<file path="src/rtl/timer_top_if.sv">
// APB slave bus bundle for the timer: handshake, address/data and response lines.
interface timer_top_if #(
    parameter int ADDR_WIDTH = 8,
    parameter int DATA_WIDTH = 8
);
    logic                  PSEL;
    logic                  PWRITE;
    logic                  PENABLE;
    logic [ADDR_WIDTH-1:0] PADDR;
    logic [DATA_WIDTH-1:0] PWDATA;
    logic [DATA_WIDTH-1:0] PRDATA;
    logic                  PREADY;
    logic                  PSLVERR;

    modport master (
        output PSEL, PWRITE, PENABLE, PADDR, PWDATA,
        input  PRDATA, PREADY, PSLVERR
    );

    modport slave (
        input  PSEL, PWRITE, PENABLE, PADDR, PWDATA,
        output PRDATA, PREADY, PSLVERR
    );
endinterface

</file>
<file path="src/rtl/timer_top.sv">
// 8-bit programmable up/down timer with prescaler, reload register and sticky
// wrap flags, controlled through a zero-wait-state APB slave.
module timer_top #(
    parameter int ADDR_WIDTH = 8,
    parameter int DATA_WIDTH = 8
) (
    input  logic       PCLK,
    input  logic       PRESET,
    timer_top_if.slave apb,
    output logic       TMR_OVF,
    output logic       TMR_URF
);
    localparam logic [DATA_WIDTH-1:0] TCR_MASK = DATA_WIDTH'(8'hB3);
    localparam int TCR_LOAD = 7;
    localparam int TCR_DIR  = 5;
    localparam int TCR_EN   = 4;

    typedef enum logic [1:0] {
        REG_TDR  = 2'd0,
        REG_TCR  = 2'd1,
        REG_TSR  = 2'd2,
        REG_TCNT = 2'd3
    } reg_sel_e;

    logic [DATA_WIDTH-1:0] tdr_q, tdr_d;
    logic [DATA_WIDTH-1:0] tcr_q, tcr_d;
    logic [DATA_WIDTH-1:0] tcnt_q, tcnt_d;
    logic                  tsr_ovf_q, tsr_ovf_d;
    logic                  tsr_udf_q, tsr_udf_d;
    logic [3:0]            presc_q, presc_d;
    logic [3:0]            presc_prev_q, presc_prev_d;
    logic                  load_prev_q, load_prev_d;

    logic                  addr_hit;
    reg_sel_e              reg_sel;
    logic                  wr_en;
    logic                  tdr_wr, tcr_wr, tsr_wr;
    logic                  load_req;
    logic                  tick;
    logic                  count_go;
    logic                  ovf_set, udf_set;
    logic [1:0]            tsr_clr;
    logic [DATA_WIDTH-1:0] rd_data;

    assign apb.PREADY = 1'b1;

    always_comb begin
        addr_hit = (apb.PADDR[ADDR_WIDTH-1:2] == '0);
        reg_sel  = reg_sel_e'(apb.PADDR[1:0]);
        wr_en    = apb.PSEL & apb.PENABLE & apb.PWRITE & apb.PREADY;
        tdr_wr   = wr_en & addr_hit & (reg_sel == REG_TDR);
        tcr_wr   = wr_en & addr_hit & (reg_sel == REG_TCR);
        tsr_wr   = wr_en & addr_hit & (reg_sel == REG_TSR);
    end

    always_comb begin
        rd_data = '0;
        if (apb.PSEL && !apb.PWRITE && addr_hit) begin
            unique case (reg_sel)
                REG_TDR:  rd_data = tdr_q;
                REG_TCR:  rd_data = tcr_q;
                REG_TSR:  rd_data = DATA_WIDTH'({tsr_udf_q, tsr_ovf_q});
                REG_TCNT: rd_data = tcnt_q;
                default:  rd_data = '0;
            endcase
        end
        apb.PRDATA  = rd_data;
        apb.PSLVERR = apb.PSEL & apb.PENABLE & ~addr_hit;
    end

    always_comb begin
        tdr_d        = tdr_wr ? apb.PWDATA : tdr_q;
        tcr_d        = tcr_wr ? (apb.PWDATA & TCR_MASK) : tcr_q;
        load_prev_d  = tcr_q[TCR_LOAD];
        presc_d      = presc_q + 4'd1;
        presc_prev_d = presc_q;

        // Edge detect on the whole prescaler history so switching cks never fakes a tick.
        tick     = presc_q[tcr_q[1:0]] & ~presc_prev_q[tcr_q[1:0]];
        load_req = tdr_wr | (tcr_q[TCR_LOAD] & ~load_prev_q);
        count_go = tick & tcr_q[TCR_EN] & ~tcr_q[TCR_LOAD] & ~load_req;
        ovf_set  = count_go & ~tcr_q[TCR_DIR] & (tcnt_q == '1);
        udf_set  = count_go &  tcr_q[TCR_DIR] & (tcnt_q == '0);

        tcnt_d = tcnt_q;
        if (load_req) begin
            tcnt_d = tdr_d;
        end else if (count_go) begin
            tcnt_d = tcr_q[TCR_DIR] ? tcnt_q - DATA_WIDTH'(1) : tcnt_q + DATA_WIDTH'(1);
        end

        // A set in the same cycle as a write-1-clear leaves the flag set.
        tsr_clr   = tsr_wr ? apb.PWDATA[1:0] : 2'b00;
        tsr_ovf_d = ovf_set | (tsr_ovf_q & ~tsr_clr[0]);
        tsr_udf_d = udf_set | (tsr_udf_q & ~tsr_clr[1]);
    end

    always_ff @(posedge PCLK) begin
        if (PRESET) begin
            tdr_q        <= '0;
            tcr_q        <= '0;
            tcnt_q       <= '0;
            tsr_ovf_q    <= 1'b0;
            tsr_udf_q    <= 1'b0;
            presc_q      <= '0;
            presc_prev_q <= '0;
            load_prev_q  <= 1'b0;
        end else begin
            tdr_q        <= tdr_d;
            tcr_q        <= tcr_d;
            tcnt_q       <= tcnt_d;
            tsr_ovf_q    <= tsr_ovf_d;
            tsr_udf_q    <= tsr_udf_d;
            presc_q      <= presc_d;
            presc_prev_q <= presc_prev_d;
            load_prev_q  <= load_prev_d;
        end
    end

    assign TMR_OVF = tsr_ovf_q;
    assign TMR_URF = tsr_udf_q;
endmodule

</file>
<file path="src/flat_wrapper.sv">
// flat-port wrapper written by rule: the top's interface ports become plain ports
module timer_top_flat 
#(
    parameter int ADDR_WIDTH = 8,
    parameter int DATA_WIDTH = 8
)
  (PCLK, PRESET, TMR_OVF, TMR_URF, apb_PSEL, apb_PWRITE, apb_PENABLE, apb_PADDR, apb_PWDATA, apb_PRDATA, apb_PREADY, apb_PSLVERR);
  timer_top_if #(.ADDR_WIDTH(ADDR_WIDTH), .DATA_WIDTH(DATA_WIDTH)) apb_i ();
  input  logic PCLK;
  input  logic PRESET;
  output logic TMR_OVF;
  output logic TMR_URF;
  input wire logic [$bits(apb_i.PSEL)-1:0] apb_PSEL;
  input wire logic [$bits(apb_i.PWRITE)-1:0] apb_PWRITE;
  input wire logic [$bits(apb_i.PENABLE)-1:0] apb_PENABLE;
  input wire logic [$bits(apb_i.PADDR)-1:0] apb_PADDR;
  input wire logic [$bits(apb_i.PWDATA)-1:0] apb_PWDATA;
  output wire logic [$bits(apb_i.PRDATA)-1:0] apb_PRDATA;
  output wire logic [$bits(apb_i.PREADY)-1:0] apb_PREADY;
  output wire logic [$bits(apb_i.PSLVERR)-1:0] apb_PSLVERR;
  assign apb_i.PSEL = apb_PSEL;
  assign apb_i.PWRITE = apb_PWRITE;
  assign apb_i.PENABLE = apb_PENABLE;
  assign apb_i.PADDR = apb_PADDR;
  assign apb_i.PWDATA = apb_PWDATA;
  assign apb_PRDATA = apb_i.PRDATA;
  assign apb_PREADY = apb_i.PREADY;
  assign apb_PSLVERR = apb_i.PSLVERR;
  timer_top #(.ADDR_WIDTH(ADDR_WIDTH), .DATA_WIDTH(DATA_WIDTH)) u_core (.PCLK(PCLK), .PRESET(PRESET), .apb(apb_i), .TMR_OVF(TMR_OVF), .TMR_URF(TMR_URF));
endmodule
</file>
<file path="config.mk">
export PLATFORM = sky130hd
export DESIGN_NAME = timer_top_flat
export DESIGN_NICKNAME = d
export VERILOG_FILES = /design/src/rtl/timer_top_if.sv /design/src/rtl/timer_top.sv /design/src/flat_wrapper.sv
export SDC_FILE = /design/constraint.sdc
export NUM_CORES = 1
export LEC_CHECK = 0
export CAP_MARGIN = 20
export CELL_PAD_IN_SITES_DETAIL_PLACEMENT = 1
export CELL_PAD_IN_SITES_GLOBAL_PLACEMENT = 1
export CORE_MARGIN = 1.5
export CORE_UTILIZATION = 39
export DETAILED_ROUTE_END_ITERATION = 8
export PLACE_DENSITY_LB_ADDON = 0.1
export SYNTH_ARGS = -nofsm -noshare
export SYNTH_HDL_FRONTEND = slang
export SYNTH_SLANG_ARGS = --single-unit
</file>
<file path="constraint.sdc">
create_clock -name PCLK -period 2.67 [get_ports PCLK]
set_clock_uncertainty 0.2 [all_clocks]
set_input_delay 0.4005 -clock PCLK [delete_from_list [all_inputs] [get_ports PCLK]]
set_output_delay 0.4005 -clock PCLK [all_outputs]
set_load 0.02 [all_outputs]
</file>
# Word-level counts from Yosys, hierarchy flattened
# Index checks and enable logic that the tools add are counted.
# totals
regBits,32
input_bits,21
output_inout_bits,12
elab_cells,63
# classes
add_sub_neg,3
magnitude_cmp,1
n_eq_ne,4
mux,11
n_bitwise,29
reduce_logical,7
# op_table
operator,count
2-to-1 mux 8 bit,5
one-hot mux 8 bit (4 select lines),1
bitwise AND 1 bit,18
adder 8 x 1 -> 8 bit (second input constant),1
== test 8 bit (second input constant),1
logical NOT 8 bit,1
NOT 1 bit,8
subtractor 8 x 1 -> 8 bit (second input constant),1
logical NOT 6 bit,1
adder 4 x 1 -> 4 bit (second input constant),1
binary-select mux 1 bit (select 2 bit),2
== test 2 bit (second input constant),2
< comparator 2 x 3 -> 1 bit (second input constant),1
OR 1 bit,3
== test 2 x 1 -> 1 bit (second input constant),1
logical AND 1 bit,2
logical NOT 2 bit,1
2-to-1 mux 1 bit,2
2-to-1 mux 2 bit,1
nonzero test 2 bit,1
logical NOT 1 bit,1

# Longest topological paths before layout
# logic_depth
word_depth,10
mapped_depth,8
ltp_nobuf,8

# Worst setup path after synthesis
# Ideal clock, no wire load.
# synth_path
path_kind,register -> register
start,register u_core.tcr_q[5]
end,register u_core.tcnt_q[6]
setup_time_ps,79
t_arrival_ps,1967
t_required_ps,2391
slack_ps,423
path_stages_with_launch,9
path_buffers,0
period_less_slack_ps,2247
path_cell_list,dfxtp_1 inv_1 fa_1 nor2b_4 o31a_1 o21a_1 nor3_1 or3b_1 a211oi_2
# synth_between
elab_chain_len,3
# synth_rtl
element,line_no,rtl
start: declaration,timer_top.sv:26,"logic [DATA_WIDTH-1:0] tcr_q, tcr_d;"
start signal: assignment,timer_top.sv:110,tcr_q <= tcr_d;
2-to-1 mux 8 bit,timer_top.sv:89,tcnt_d = tcr_q[TCR_DIR] ? tcnt_q - DATA_WIDTH'(1) : tcnt_q + DATA_WIDTH'(1);
2-to-1 mux 8 bit,timer_top.sv:88,end else if (count_go) begin
2-to-1 mux 8 bit,timer_top.sv:86,if (load_req) begin
end signal: assignment,timer_top.sv:111,tcnt_q <= tcnt_d;
end: declaration,timer_top.sv:27,"logic [DATA_WIDTH-1:0] tcnt_q, tcnt_d;"
# Every way passes these cells. The select of a mux whose other input is x is not followed.
# A chain may end at the register's enable or synchronous reset.

# Worst setup path in the final report
# layout_path
start,input apb_PADDR[4]
end,output apb_PRDATA[3]
# layout_between
elab_chain_len,3
# layout_rtl
element,line_no,rtl
start: declaration,flat_wrapper.sv:16,input wire logic [$bits(apb_i.PADDR)-1:0] apb_PADDR;
logical NOT 6 bit,timer_top.sv:48,addr_hit = (apb.PADDR[ADDR_WIDTH-1:2] == '0);
logical AND 1 bit,timer_top.sv:58,if (apb.PSEL && !apb.PWRITE && addr_hit) begin
2-to-1 mux 8 bit,timer_top.sv:58,
end: declaration,flat_wrapper.sv:18,output wire logic [$bits(apb_i.PRDATA)-1:0] apb_PRDATA;
# Every way passes these cells.

==> run_results.csv <==
group,metric,value,unit
synth,async_flop_share,0,%
synth,synth_cell_types,49,
sta,setup_tns,0,ns
setup_path,crit_path_cell_trace,"clkdlybuf4s50_1 -> nor4_4 -> and2_4 -> nand3b_1 -> buf_4 -> nor2_1 -> clkdlybuf4s15_2",
detailed_routing,wl_per_cell,18.1,um
clocking,clk_latency,0.29,ns
global_route,grt_pass1_wl,9.30,mm
run_status,outcome,"completed",
floorplanning,die_h,71.4,um
synth,synth.top_cell.area_share,35.1,%
global_route,grt_pass1_vias,1897,
setup_path,endpoint_kind,"primary output",
detailed_routing,num_vias,1772,
detailed_routing,drtIter0Drc,45,
setup_path,cp_num_buf_inv,3,
synth,synthCells,214,
synth,synth_warnings,0,
placement,place_congestion,0.797,
global_route,antenna_found_initial,0,
clocking,clkTransAtPathRegs,0.07,ns
synth,synth_area_per_cell,8.52,um^2
synth,ys_top_cells_by_area,"dfxtp_1, nor2_1, mux2i_1",
clocking,clock_sinks,32,
floorplanning,rows,24,
synth,yosys.area.top_type,"dfxtp_1",
final_layout,fillers,533,
floorplanning,die_w,71.4,um
worst_hold_path,holdPathStages,1,
synth,synth-edff-count,0,
clocking,hold_buffers,0,
floorplanning,die_area,5100,um^2
sta,fin_ws,0.0947,ns
setup_path,crit_family,"buffers and inverters",
final_layout,mostFrequentLayoutCell,"nor2_1",
setup_path,worst_ep_required_time,2.07,ns
clocking,clock-root-buffer,"clkbuf_8",
setup_path,cp.depth,7,
final_layout,drive_gt1_share,16.2,%
floorplanning,pin_count,33,
placement,pre_cts_ws,-0.375,ns
synth,synthFlopType,"dfxtp_1",
pwr,powerDensity,455,nW/um^2
pwr,p_leak,0.903,nW
placement,placed_cell_area,2260,um^2
detailed_routing,drc,0,
synth,syn_area,1820,um^2
final_layout,syn2layout_area_growth,30.8,%
placement,port_buffers,31,
clocking,cts_htree_levels,2,
final_layout,fin_area,2390,um^2
sta,slew_viol_final,0,
final_layout,nets,287,
pwr,worst_ir_drop_vdd,0.255,mV
sta,finalCritPeriodShare,96.5,%
setup_path,path_class,"in -> out",
setup_path,slowest_delay,0.45,ns
sta,period_needed,2.58,ns
setup_path,critPathArrivalTime,1.97,ns
flow_run,maxCapViolCount,0,
final_layout,diodes,0,
setup_path,ff2ff_path_depth,8,
global_route,overflow,0,
clocking,cts_tree,"built",
synth,synth_seq_cells,32,
floorplanning,start_util,41.3,%
setup_path,worstPathMaxFanout,8,
clocking,clock_path_buffers,2,
sta,maxSlewHeadroom,48.8,%
detailed_routing,drt-total-wl,5.62,mm
sta,tightestPinTransition,0.768,ns
sta,max_freq,388,MHz
sta,finalSetupViolations,0,
floorplanning,core,4410,um^2
global_route,grt_max_degree,17,
final_layout,layout_common_cells,"nor2_1, dfxtp_1, clkdlybuf4s50_1",
synth,yosysSeqAreaShare,35.1,%
setup_path,slowest_stage,"clkdlybuf4s50_1",
clocking,cts_buffers,5,
synth,synthesis.nets,243,
placement,hpwl,4.29,mm
detailed_routing,avgViaCountPerCell,5.70,
detailed_routing,dr.pass1.iters,4,
detailed_routing,ant_nets,0,
sta,worst_hold_slack,0.277,ns
global_route,grt_util_all_layers,23.7,%
sta,grt_setup_unrepaired,"false",
setup_path,start_kind,"input pin",
worst_hold_path,hold_class,"reg -> reg",
sta,hold_viol,0,
==> state kept, by name, indices dropped and copies added (netlist names) <==
register,flops
u_core.load_prev_q,1
u_core.presc_prev_d,4
u_core.TMR_URF,1
u_core.tcnt_q,8
u_core.tcr_q,5
u_core.tdr_q,8
u_core.TMR_OVF,1
u_core.presc_prev_q,4
==> synthesized netlist by cell type, types with 4 or more instances <==
cell type,number
nand3_1,5
a211oi_1,5
o21ai_0,6
inv_1,7
xnor2_1,4
nand2_1,18
nor2_1,35
nor3_1,6
dfxtp_1,32
ha_1,7
a21oi_1,13
clkbuf_1,5
mux2i_1,10
nor2b_1,6
==> worst reg2reg max path, stage by stage (launching register included) <==
cell      delay (ns)
dfxtp_1         0.45
inv_1           0.10
fa_1            0.51
nor2b_4         0.14
o31a_1          0.15
o21a_1          0.13
nor3_1          0.04
or3b_1          0.39
a211oi_2        0.18
==> layer usage <==
metal / vias to the layer above / track usage, % / wire length (um) / part of all wire [%]
met1: 862 / 27.4 / 2360 / 42
met5: - / 0 / 0 / 0
met3: 6 / 4.78 / 330 / 5.9
met2: 50 / 43.9 / 2870 / 51
met4: 0 / 6.92 / 50 / 0.89
li1: 854 / - / - / -
==> worst paths after layout <==
check / start / to / slack (ns)
setup reg to reg: u_core.tcnt_q[0] / u_core.tcnt_q[6] / 0.30
hold / removal: u_core.presc_prev_d[0] / u_core.presc_prev_d[0] / 0.28
setup / recovery: apb_PADDR[4] / apb_PRDATA[3] / 0.09
hold reg to reg: u_core.presc_prev_d[0] / u_core.presc_prev_d[0] / 0.28
==> what timing repair did <==
item / 4_1_cts / 5_1_grt
pin swaps: 0 / 1
buffers inserted: 0 / 0
setup endpoints to repair: 8 / 8
resized for setup: 25 / 6
==> cells by family (layout without fill, tap and decap cells) <==
family / after synthesis / count (layout) / synth area share [%]
flops: 32 / 32 / 35.1
other cells: 1 / 1 / 0.206
xor+xnor: 7 / 7 / 3.36
buf+inv: 16 / 61 / 4.46
compound gates: 45 / 45 / 17.1
simple gates: 93 / 93 / 25.9
mux: 12 / 12 / 7.96
fa+ha+maj: 8 / 8 / 5.90
==> where the power goes <==
group	switching, mW	leakage, nW	internal [mW]
combinational	0.0359	0.580	0.0472
sequential	0.00500	0.259	0.484
clock	0.184	0.0645	0.329
total	0.225	0.903	0.860
==> layout make-up <==
type / count / area (um^2) / area share (%)
clock buffers: 7 / 96.3 / 4.04
multi-input cells: 166 / 1120 / 46.9
inverters: 7 / 26.3 / 1.10
well taps: 52 / 65.1 / 2.73
repair buffers: 46 / 408 / 17.1
clock inverters: 1 / 30.0 / 1.26
flip-flops and latches: 32 / 641 / 26.8
==> through the flow <==
| stage | utilization (%) | std cells | power, mW |
|---|---|---|---|
| after floorplan | - | 214 | 0.531 |
| after global placement | 51.1 | 303 | 0.576 |
| after detailed placement | 51.1 | 303 | 0.580 |
| after CTS | 54.4 | 311 | 1.09 |
| after global routing | 54.1 | 311 | 1.12 |
| final | 54.1 | 311 | 1.08 |
No activity file was read; power rests on OpenSTA's default activity.
